--- src/rtl/lcd_text_ctrl.sv ---
// HD44780-style character LCD refresher: powers up, initialises, then continuously streams a ROWS x COLS frame buffer.
// Optional macro LCD_NIBBLE_MODE_EN selects the 4-bit bus (each byte sent as two nibble transactions).
module lcd_text_ctrl #(
  parameter int ROWS          = 2,
  parameter int COLS          = 16,
  parameter int TICK_CYCLES   = 50000,
  parameter int POWERUP_TICKS = 40,
  localparam int CELLS        = ROWS * COLS,
  localparam int AW           = $clog2(CELLS),
`ifdef LCD_NIBBLE_MODE_EN
  localparam int DW           = 4
`else
  localparam int DW           = 8
`endif
) (
  input  logic          clk,
  input  logic          reset,
  input  logic          wr_valid,
  output logic          wr_ready,
  input  logic [AW-1:0] wr_addr,
  input  logic [7:0]    wr_char,
  output logic          init_done,
  output logic          frame_done,
  output logic          rs,
  output logic          rw,
  output logic          enable,
  output logic [DW-1:0] data
);

`ifdef LCD_NIBBLE_MODE_EN
  localparam int INIT_LEN = 8;
`else
  localparam int INIT_LEN = 4;
`endif
  localparam int TCW = $clog2(TICK_CYCLES + 1);
  localparam int PW  = $clog2(POWERUP_TICKS + 1);
  localparam int SW  = $clog2(COLS + 1);
  localparam int RW  = $clog2(ROWS + 1);

  typedef enum logic [1:0] {ST_POWERUP, ST_INIT, ST_SET_ADDR, ST_WRITE_CHAR} state_t;
  typedef enum logic [1:0] {PH_SETUP, PH_PULSE, PH_HOLD} phase_t;

  state_t          state_q;
  phase_t          phase_q;
  logic [TCW-1:0]  tick_cnt_q;
  logic [PW-1:0]   pu_cnt_q;
  logic [SW-1:0]   step_q;
  logic [RW-1:0]   row_q;
  logic            rs_q, en_q, init_done_q, frame_done_q;
  logic [DW-1:0]   data_q;
  logic [7:0]      fb_q [CELLS];

  logic            tick, pu_done, load, pulse_tick, last_half;
  logic [AW-1:0]   rd_idx;
  logic [7:0]      cur_byte;
  logic [DW-1:0]   bus_word;

  // Init command for a given step; in nibble mode steps 0..3 only use the high nibble.
  function automatic logic [7:0] init_byte(input logic [SW-1:0] s);
`ifdef LCD_NIBBLE_MODE_EN
    case (s)
      0, 1, 2: init_byte = 8'h30;
      3:       init_byte = 8'h20;
      4:       init_byte = 8'h28;
      5:       init_byte = 8'h0C;
      6:       init_byte = 8'h06;
      default: init_byte = 8'h01;
    endcase
`else
    case (s)
      0:       init_byte = 8'h38;
      1:       init_byte = 8'h0C;
      2:       init_byte = 8'h06;
      default: init_byte = 8'h01;
    endcase
`endif
  endfunction

  function automatic logic [7:0] row_base(input logic [RW-1:0] r);
    case (r)
      0:       row_base = 8'h00;
      1:       row_base = 8'h40;
      2:       row_base = 8'h14;
      default: row_base = 8'h54;
    endcase
  endfunction

  assign tick       = (tick_cnt_q == TCW'(TICK_CYCLES - 1));
  assign pu_done    = (pu_cnt_q == PW'(POWERUP_TICKS - 1));
  assign load       = tick && ((state_q == ST_POWERUP) ? pu_done : (phase_q == PH_HOLD));
  assign pulse_tick = tick && (state_q != ST_POWERUP) && (phase_q == PH_PULSE);
  assign rd_idx     = AW'(int'(row_q) * COLS + int'(step_q));

  always_comb begin
    cur_byte = init_byte(step_q);
    case (state_q)
      ST_SET_ADDR:   cur_byte = 8'h80 | row_base(row_q);
      ST_WRITE_CHAR: cur_byte = fb_q[rd_idx];
      default:       cur_byte = init_byte(step_q);
    endcase
  end

`ifdef LCD_NIBBLE_MODE_EN
  logic       half_q, single;
  logic [7:0] byte_q;

  // The byte is latched on its first SETUP so both nibbles come from one buffer sample.
  assign single    = (state_q == ST_INIT) && (step_q < SW'(4));
  assign last_half = half_q || single;
  assign bus_word  = half_q ? byte_q[3:0] : cur_byte[7:4];

  always_ff @(posedge clk or posedge reset) begin
    if (reset) begin
      half_q <= 1'b0;
      byte_q <= 8'h00;
    end else begin
      if (pulse_tick)       half_q <= ~last_half;
      if (load && !half_q)  byte_q <= cur_byte;
    end
  end
`else
  assign last_half = 1'b1;
  assign bus_word  = cur_byte;
`endif

  always_ff @(posedge clk or posedge reset) begin
    if (reset) tick_cnt_q <= '0;
    else       tick_cnt_q <= tick ? '0 : tick_cnt_q + 1'b1;
  end

  always_ff @(posedge clk or posedge reset) begin
    if (reset) begin
      for (int i = 0; i < CELLS; i++) fb_q[i] <= 8'h20;
    end else if (wr_valid && wr_ready && (int'(wr_addr) < CELLS)) begin
      fb_q[wr_addr] <= wr_char;
    end
  end

  always_ff @(posedge clk or posedge reset) begin
    if (reset) begin
      state_q      <= ST_POWERUP;
      phase_q      <= PH_SETUP;
      pu_cnt_q     <= '0;
      step_q       <= '0;
      row_q        <= '0;
      rs_q         <= 1'b0;
      en_q         <= 1'b0;
      data_q       <= '0;
      init_done_q  <= 1'b0;
      frame_done_q <= 1'b0;
    end else begin
      frame_done_q <= 1'b0;
      if (tick && state_q == ST_POWERUP) begin
        if (pu_done) state_q <= ST_INIT;
        else         pu_cnt_q <= pu_cnt_q + 1'b1;
      end else if (tick) begin
        case (phase_q)
          PH_SETUP: begin en_q <= 1'b1; phase_q <= PH_PULSE; end
          PH_PULSE: begin en_q <= 1'b0; phase_q <= PH_HOLD;  end
          default:  phase_q <= PH_SETUP;
        endcase
      end
      // rs/data change only when entering SETUP; they then hold through PULSE and HOLD.
      if (load) begin
        rs_q   <= (state_q == ST_WRITE_CHAR);
        data_q <= bus_word;
      end
      // Position advances on entry to HOLD so the next SETUP already sees the new cell.
      if (pulse_tick && last_half) begin
        case (state_q)
          ST_INIT: begin
            if (step_q == SW'(INIT_LEN - 1)) begin
              state_q     <= ST_SET_ADDR;
              step_q      <= '0;
              row_q       <= '0;
              init_done_q <= 1'b1;
            end else begin
              step_q <= step_q + 1'b1;
            end
          end
          ST_SET_ADDR: begin
            state_q <= ST_WRITE_CHAR;
            step_q  <= '0;
          end
          ST_WRITE_CHAR: begin
            if (step_q == SW'(COLS - 1)) begin
              step_q  <= '0;
              state_q <= ST_SET_ADDR;
              if (row_q == RW'(ROWS - 1)) begin
                row_q        <= '0;
                frame_done_q <= 1'b1;
              end else begin
                row_q <= row_q + 1'b1;
              end
            end else begin
              step_q <= step_q + 1'b1;
            end
          end
          default: ;
        endcase
      end
    end
  end

  assign wr_ready   = ~reset;
  assign rw         = 1'b0;
  assign rs         = rs_q;
  assign enable     = en_q;
  assign data       = data_q;
  assign init_done  = init_done_q;
  assign frame_done = frame_done_q;

endmodule

--- config.mk ---
export PLATFORM = sky130hd
export DESIGN_NAME = lcd_text_ctrl
export DESIGN_NICKNAME = d
export VERILOG_FILES = /design/src/rtl/lcd_text_ctrl.sv
export SDC_FILE = /design/constraint.sdc
export NUM_CORES = 1
export LEC_CHECK = 0
export CAP_MARGIN = 20
export CORE_MARGIN = 8
export CORE_UTILIZATION = 30
export CTS_CLUSTER_DIAMETER = 30
export DETAILED_ROUTE_END_ITERATION = 10
export PLACE_DENSITY_LB_ADDON = 0.2
export SLEW_MARGIN = 20
export SYNTH_ARGS = -nofsm -noshare
export SYNTH_HDL_FRONTEND = slang
export SYNTH_SLANG_ARGS = --single-unit
export TNS_END_PERCENT = 30
--- constraint.sdc ---
create_clock -name clk -period 4.7 [get_ports clk]
set_input_delay 0.705 -clock clk [delete_from_list [all_inputs] [get_ports clk]]
set_output_delay 0.705 -clock clk [all_outputs]
set_load 0.02 [all_outputs]
==> metrics.txt, run 1 <==
slowest stage cell, crit path clkdlybuf4s50_1; Post-Synth Adder-Cell Area 0.7147%; Final ANT Viol Nets 0; Worst R2R Start step_q[1]; Setup Viol. Count Final 0; vias per cell 4.965; HP Class flip-flop to flip-flop; top_reg_cell synth dfrtp_1; PostCTS Resize Cnt 0; HPWL Detailed 22.99 mm; Area Growth Syn to Fin 26.19%; r2r endpoint data[1]; setup TNS 0 ns; synth unique cells 61; CP startpoint kind input pin; clock latency at the later pin of the worst-skew pair 0.58 ns; Worst-Margin Slew 1.057 ns; Clock Sinks 301; Mapped Cells 1,000; Synth top cells by count 269 x dfrtp_1, 176 x mux2_1, 86 x mux2_2; min cycle time layout 3.124 ns; cell mode on critical path clkdlybuf4s50_1; Seq cells post-synth 301; Worst-path clk slew 0.04 ns; WHS Endpoint fb_q[55]; # diodes 0; clk root buf clkbuf_16; routed wire length 36.42 mm; Yosys top cell by area dfrtp_1; first-pass GRT wire length 57.81 mm; slew margin rel. 29.25%; max-slew violations 0; routed wire length per instance 20.97 um; Post-Syn Area 14,010 um^2; worst hold start fb_q[55]; Simple-Gate Fraction of Synth Area 6.432%; Final Net Count 1,091; cell depth of the worst hold path 1; fmax 0.3201 GHz; Peak VDD IR 243.9 uV; top-count cell post-synth dfrtp_1; placed cells 1,593; flop2flop setup slack 1.70 ns; TritonRoute pass-1 iters 4; Switching Power 1974 uW; worst-case reg-to-reg path depth 7; status complete, no violations; port buffer count 28; die area 53,860 um^2; post-synth top area share 48.06%; vias 8,625; CP top delay family buffers and inverters; CP Capture Type output port; Clk pwr share 60.1%; GRT Overall Usage 14.02%; crit share post-route 66.48%; Congestion Overflow GR 0; IO Pins 30; number of synthesized flops with an enable pin 0; yosys warns 0; DRC 0; PwrDens 508.7 nW/um^2; Synth Area in XOR/XNOR 1.188%; internal power 7018 uW; Clock Tree Buf Depth 3; Sw Ratio 21.95%; number of max-cap violations 0; Clock Skews 0.01621 ns; pin count of the biggest net entering global routing 136; Post-CTS Setup Inserts 0; layout cell share with drive strength beyond 1 28.67%; Initial Util 30.21%; Reg power frac 34.0%; core area 46,360 um^2; CTS Buf Count 78; crit path DAT 2.42 ns; Synth Area in Compound Gates 4.788%; initial antenna violation count 0; Net Count, Synth 1,024; post-synthesis mux area share 30.71%; crit path kind input pin to output port; crit-path max cell delay 0.79 ns; Iteration-0 DRC Markers 524; post-synthesis sequential area ratio 54.06%; worst path bufs/invs 3; H-tree Lvls 3; worst-path fanout max 59; Die Y-Extent 232.1 um; RSZ-0062 raised after global routing false; non-filler cells, final 1,737; leak pwr 0.007887 uW; hold buffers post-CTS 0; count of final hold-check violations 0; Syn Area/Cell 14.01 um^2; Comb pwr share 5.9%; fraction of registers with async set or reset after synthesis 100.0%; Cell Rows 79; Data required, critical path 3.99 ns; vias in the first global route 9,419; top cells by area, synth dfrtp_1 48%, mux2_1 14%, mux4_2 7.7%, mux2_2 6.9%, dfstp_2 6.0%; RePlAce Congestion 0.7376; crit-path cells clkdlybuf4s50_1 > clkinv_8 > clkdlybuf4s50_1; largest family of logic cells by synthesized area multiplexers; Die Width 232.1 um; CTS tree yes
-- cells by family after synthesis --
kind of cell,count (synthesis)
AOI/OAI and AO/OA,95
and+or+nand+nor,170
other,1
muxes,337
DFF,301
buffers and inverters,69
adders and majority gates,8
xor gates and xnor gates,19
-- worst max-delay path by stage --
stage                      from  endpoint  slack, ns  depth (start not counted)
after floorplan           reset  fb_q[56]       0.27                          6
after global placement    reset  fb_q[56]       1.32                          6
after detailed placement  reset  fb_q[63]       1.30                          6
after CTS                 reset  wr_ready       1.51                          3
after global routing      reset  wr_ready       1.41                          3
final                     reset  wr_ready       1.58                          3
-- cells in the final DEF, fill, tap and decap left out, types with 6 or more instances in the layout --
master / n
a22oi_1: 9
dfrtp_1: 267
clkbuf_8: 16
inv_1: 7
a21oi_1: 13
dfstp_2: 32
a211oi_1: 13
bufinv_16: 9
nand3_1: 10
mux2_1: 176
o21ai_0: 15
and2_1: 6
buf_4: 18
clkdlybuf4s50_1: 26
nor3_1: 8
mux2i_1: 27
nor2b_1: 14
nor2_1: 40
and3_1: 7
clkinv_2: 14
clkbuf_1: 16
ha_1: 8
nand2_1: 47
mux2_2: 86
clkbuf_16: 79
xor2_1: 9
mux4_2: 48
o221ai_1: 6
xnor2_1: 9
-- per-stage QoR --
step	setup slack [ns]	hold WS (ns)	instance area, um^2	utilization, %	power (uW)
after global routing	1.411	0.4930	17670	38.13	9359
after global placement	1.320	0.4621	14950	32.26	3615
after CTS	1.506	0.4786	17670	38.11	9121
after detailed placement	1.301	0.4697	14950	32.26	3636
after floorplan	0.2670	0.4229	14010	-	3445
final	1.576	0.4759	17670	38.13	8991
-- routing by layer --
layer / track usage [%] / share of wire (%) / vias up
li1: - / - / 3867
met1: 19.66 / 48 / 4538
met2: 20.97 / 45 / 160
met4: 4.151 / 2.0 / 0
met3: 3.775 / 5.7 / 60
met5: 0 / 0 / -
-- sequential cells by signal, indices dropped and copies added, names as in the netlist --
register	flops
fb_q	256
tick_cnt_q	16
data	8
pu_cnt_q	6
step_q	5
phase_q	2
row_q	2
state_q	2
enable	1
frame_done	1
init_done	1
rs	1
-- power by group through the flow --
stage / clock [uW] / sequential [uW] / combinational [uW]
4_1_cts: 5520 / 3060 / 548
2_1_floorplan: 0 / 3040 / 404
5_1_grt: 5670 / 3090 / 594
3_3_place_gp: 0 / 3080 / 532
3_5_place_dp: 0 / 3090 / 546
6_report: 5400 / 3060 / 534
-- layout make-up --
cell class | count | area (um^2)
clock buffers | 111 | 2257
repair buffers | 47 | 425.4
fillers | 4371 | 28680
well taps | 607 | 759.5
flip-flops and latches | 301 | 7580
inverters | 9 | 46.29
clock inverters | 32 | 455.4
multi-input cells | 630 | 6151
Note: power is estimated with default switching activity, not from simulation.
==> run 2: changes to the inputs <==
Clock period 4.7 ns to 3.02 ns, I/O delays scaled along.
==> run 2 against run 1 <==
Power is 50% higher. Via count up 2.4%. Hold slack worse by 0.14 ns. Sequential power up 55%. Count of clock-buffer cells in the layout is 6 lower. Cell count grew 1.7%. Flip-flop and latch count did not move.
==> metrics.txt, run 2 (synthesis gave the netlist of run 1 again) <==
slowest stage cell, crit path dfrtp_4 (was clkdlybuf4s50_1); Final Net Count 1,125 (was 1,091); layout cell share with drive strength beyond 1 30.78% (was 28.67%); hold buffers post-CTS 0 (unchanged); Die Y-Extent 232.1 um (unchanged); fmax 0.3820 GHz; TritonRoute pass-1 iters 4 (unchanged); CTS tree yes (unchanged); Data required, critical path 3.45 ns (was 3.99 ns); HPWL Detailed 23.88 mm (was 22.99 mm); placed cells 1,632 (was 1,593); CP Capture Type flip-flop (was output port); DRC 0 (unchanged); Area Growth Syn to Fin 27.19% (was 26.19%); min cycle time layout 2.618 ns; vias 8,834 (was 8,625); clock latency at the later pin of the worst-skew pair 0.57 ns (was 0.58 ns); worst hold slack 0.3403 ns (was 0.4759 ns); leak pwr 0.008004 uW (was 0.007887 uW); leading cell types in the layout, fill and taps excluded 267 x dfrtp_1, 176 x mux2_1, 86 x mux2_2, 76 x clkbuf_16, 54 x buf_4 (was 267 x dfrtp_1, 176 x mux2_1, 86 x mux2_2, 79 x clkbuf_16, 48 x mux4_2); IO Pins 30 (unchanged); crit path kind flip-flop to flip-flop (was input pin to output port); crit path DAT 3.05 ns (was 2.42 ns); CTS Buf Count 74 (was 78); crit-path cells buf_4 > mux4_2 > a21oi_1 > a21oi_1 > a211oi_1 > o31ai_1 (was clkdlybuf4s50_1 > clkinv_8 > clkdlybuf4s50_1); port buffer count 28 (unchanged); register name with the most flops fb_q (unchanged); H-tree Lvls 3 (unchanged); initial antenna violation count 1 (was 0); HP Class input pin to async pin (was flip-flop to flip-flop); Final Power 13,470 uW (was 8991 uW); RePlAce Congestion 0.7858 (was 0.7376); Cell Rows 79 (unchanged); PostCTS Resize Cnt 0 (unchanged); register area 7580 um^2 (unchanged); Post-CTS Setup Inserts 0 (unchanged); most common cell after layout, fill and taps aside dfrtp_1 (unchanged); non-filler cells, final 1,767 (was 1,737); Peak VDD IR 392.3 uV (was 243.9 uV); vias in the first global route 9,300 (was 9,419); status complete, no violations (unchanged); # fillers 4,395 (was 4,371); clk root buf clkbuf_16 (unchanged); Clock Tree Buf Depth 3 (unchanged); number of max-cap violations 0 (unchanged); pin count of the biggest net entering global routing 149 (was 136); # diodes 0 (unchanged); CP startpoint kind flip-flop (was input pin); die area 53,860 um^2 (unchanged); setup TNS 0 ns (unchanged); routed wire length per instance 20.92 um (was 20.97 um); Iteration-0 DRC Markers 505 (was 524); RSZ-0062 raised after global routing false (unchanged); Initial Util 30.21% (unchanged); routed wire length 36.97 mm (was 36.42 mm); dpl cell area 15,270 um^2 (was 14,950 um^2); max-slew violations 0 (unchanged); multi-input logic area 6143 um^2 (was 6151 um^2); Clock Sinks 301 (unchanged); core area 46,360 um^2 (unchanged); post-route design area 17,810 um^2 (was 17,670 um^2); cell mode on critical path a21oi_1 (was clkdlybuf4s50_1); Worst-path clk slew 0.04 ns (about the same); PwrDens 755.9 nW/um^2 (was 508.7 nW/um^2); Clock Skews 0.01509 ns (was 0.01621 ns); worst-path fanout max 26 (was 59); count of final hold-check violations 0 (unchanged); GRT Overall Usage 14.18% (was 14.02%); crit-path max cell delay 0.78 ns (was 0.79 ns); Largest register FFs 256 (unchanged); first-pass GRT wire length 58.46 mm (was 57.81 mm); Setup Viol. Count Final 0 (unchanged); Final ANT Viol Nets 0 (unchanged); vias per cell 4.999 (was 4.965); Worst-Margin Slew 0.8861 ns (was 1.057 ns); Die Width 232.1 um (unchanged); crit share post-route 86.68%; slew margin rel. 40.93% (was 29.25%); Congestion Overflow GR 0 (unchanged)
==> run 2: changes by cell type in the layout (fill, tap and decap cells not counted), moves of 2 or more <==
cell	change
bufinv_16	-4
clkbuf_1	-6
clkbuf_16	-3
clkinv_2	-2
buf_2	-2
clkbuf_8	+3
buf_12	+2
buf_4	+36
clkinvlp_4	+3
clkdlybuf4s50_1	+2
==> run 2: stage by stage <==
step | setup slack [ns] | util (%)
2_1_floorplan | 0.2103 | -
3_3_place_gp | 0.3344 | 32.95
3_5_place_dp | 0.3392 | 32.95
4_1_cts | 0.3719 | 38.43
5_1_grt | 0.2218 | 38.43
6_report | 0.4022 | 38.43
==> run 2: worst paths after layout <==
kind,from,to,slack [ns],depth (start not counted)
hold / removal,reset,fb_q[103],0.34,2
max in group asynchronous,reset,step_q[0],1.54,3
min in group clk,fb_q[2],fb_q[2],0.47,1
setup / recovery,step_q[0],data[0],0.40,6
hold reg to reg,fb_q[2],fb_q[2],0.47,1
setup reg to reg,step_q[0],data[0],0.40,6
==> run 2: layout make-up <==
cell class	instances	area share, %
clock buffer	105	12.35
timing repair buffer	85	4.186
sequential	301	42.55
clock inverter	30	1.903
tap	607	4.263
multi-input combinational	630	34.49
inverter	9	0.2599
==> run 2: per-layer routing <==
| metal | GRT usage, % | wire [um] | share of wire (%) | vias up |
|---|---|---|---|---|
| li1 | - | - | - | 3956 |
| met1 | 19.65 | 17480 | 47 | 4636 |
| met2 | 21.23 | 16610 | 45 | 163 |
| met3 | 3.506 | 1816 | 4.9 | 77 |
| met4 | 5.272 | 1049 | 2.8 | 2 |
| met5 | 0 | 13 | 0.035 | - |
==> run 2: critical path: cells and delay by family (launching register included) <==
family	cells	cell delay (ns)
AOI/OAI and AO/OA	4	0.75
buffers and inverters	1	0.35
DFF	1	0.78
muxes	1	0.58
==> run 2: report_power, final <==
| part | internal [uW] | switching [uW] |
|---|---|---|
| Sequential | 4540 | 210 |
| Clock | 5470 | 2410 |
| Combinational | 450 | 388 |
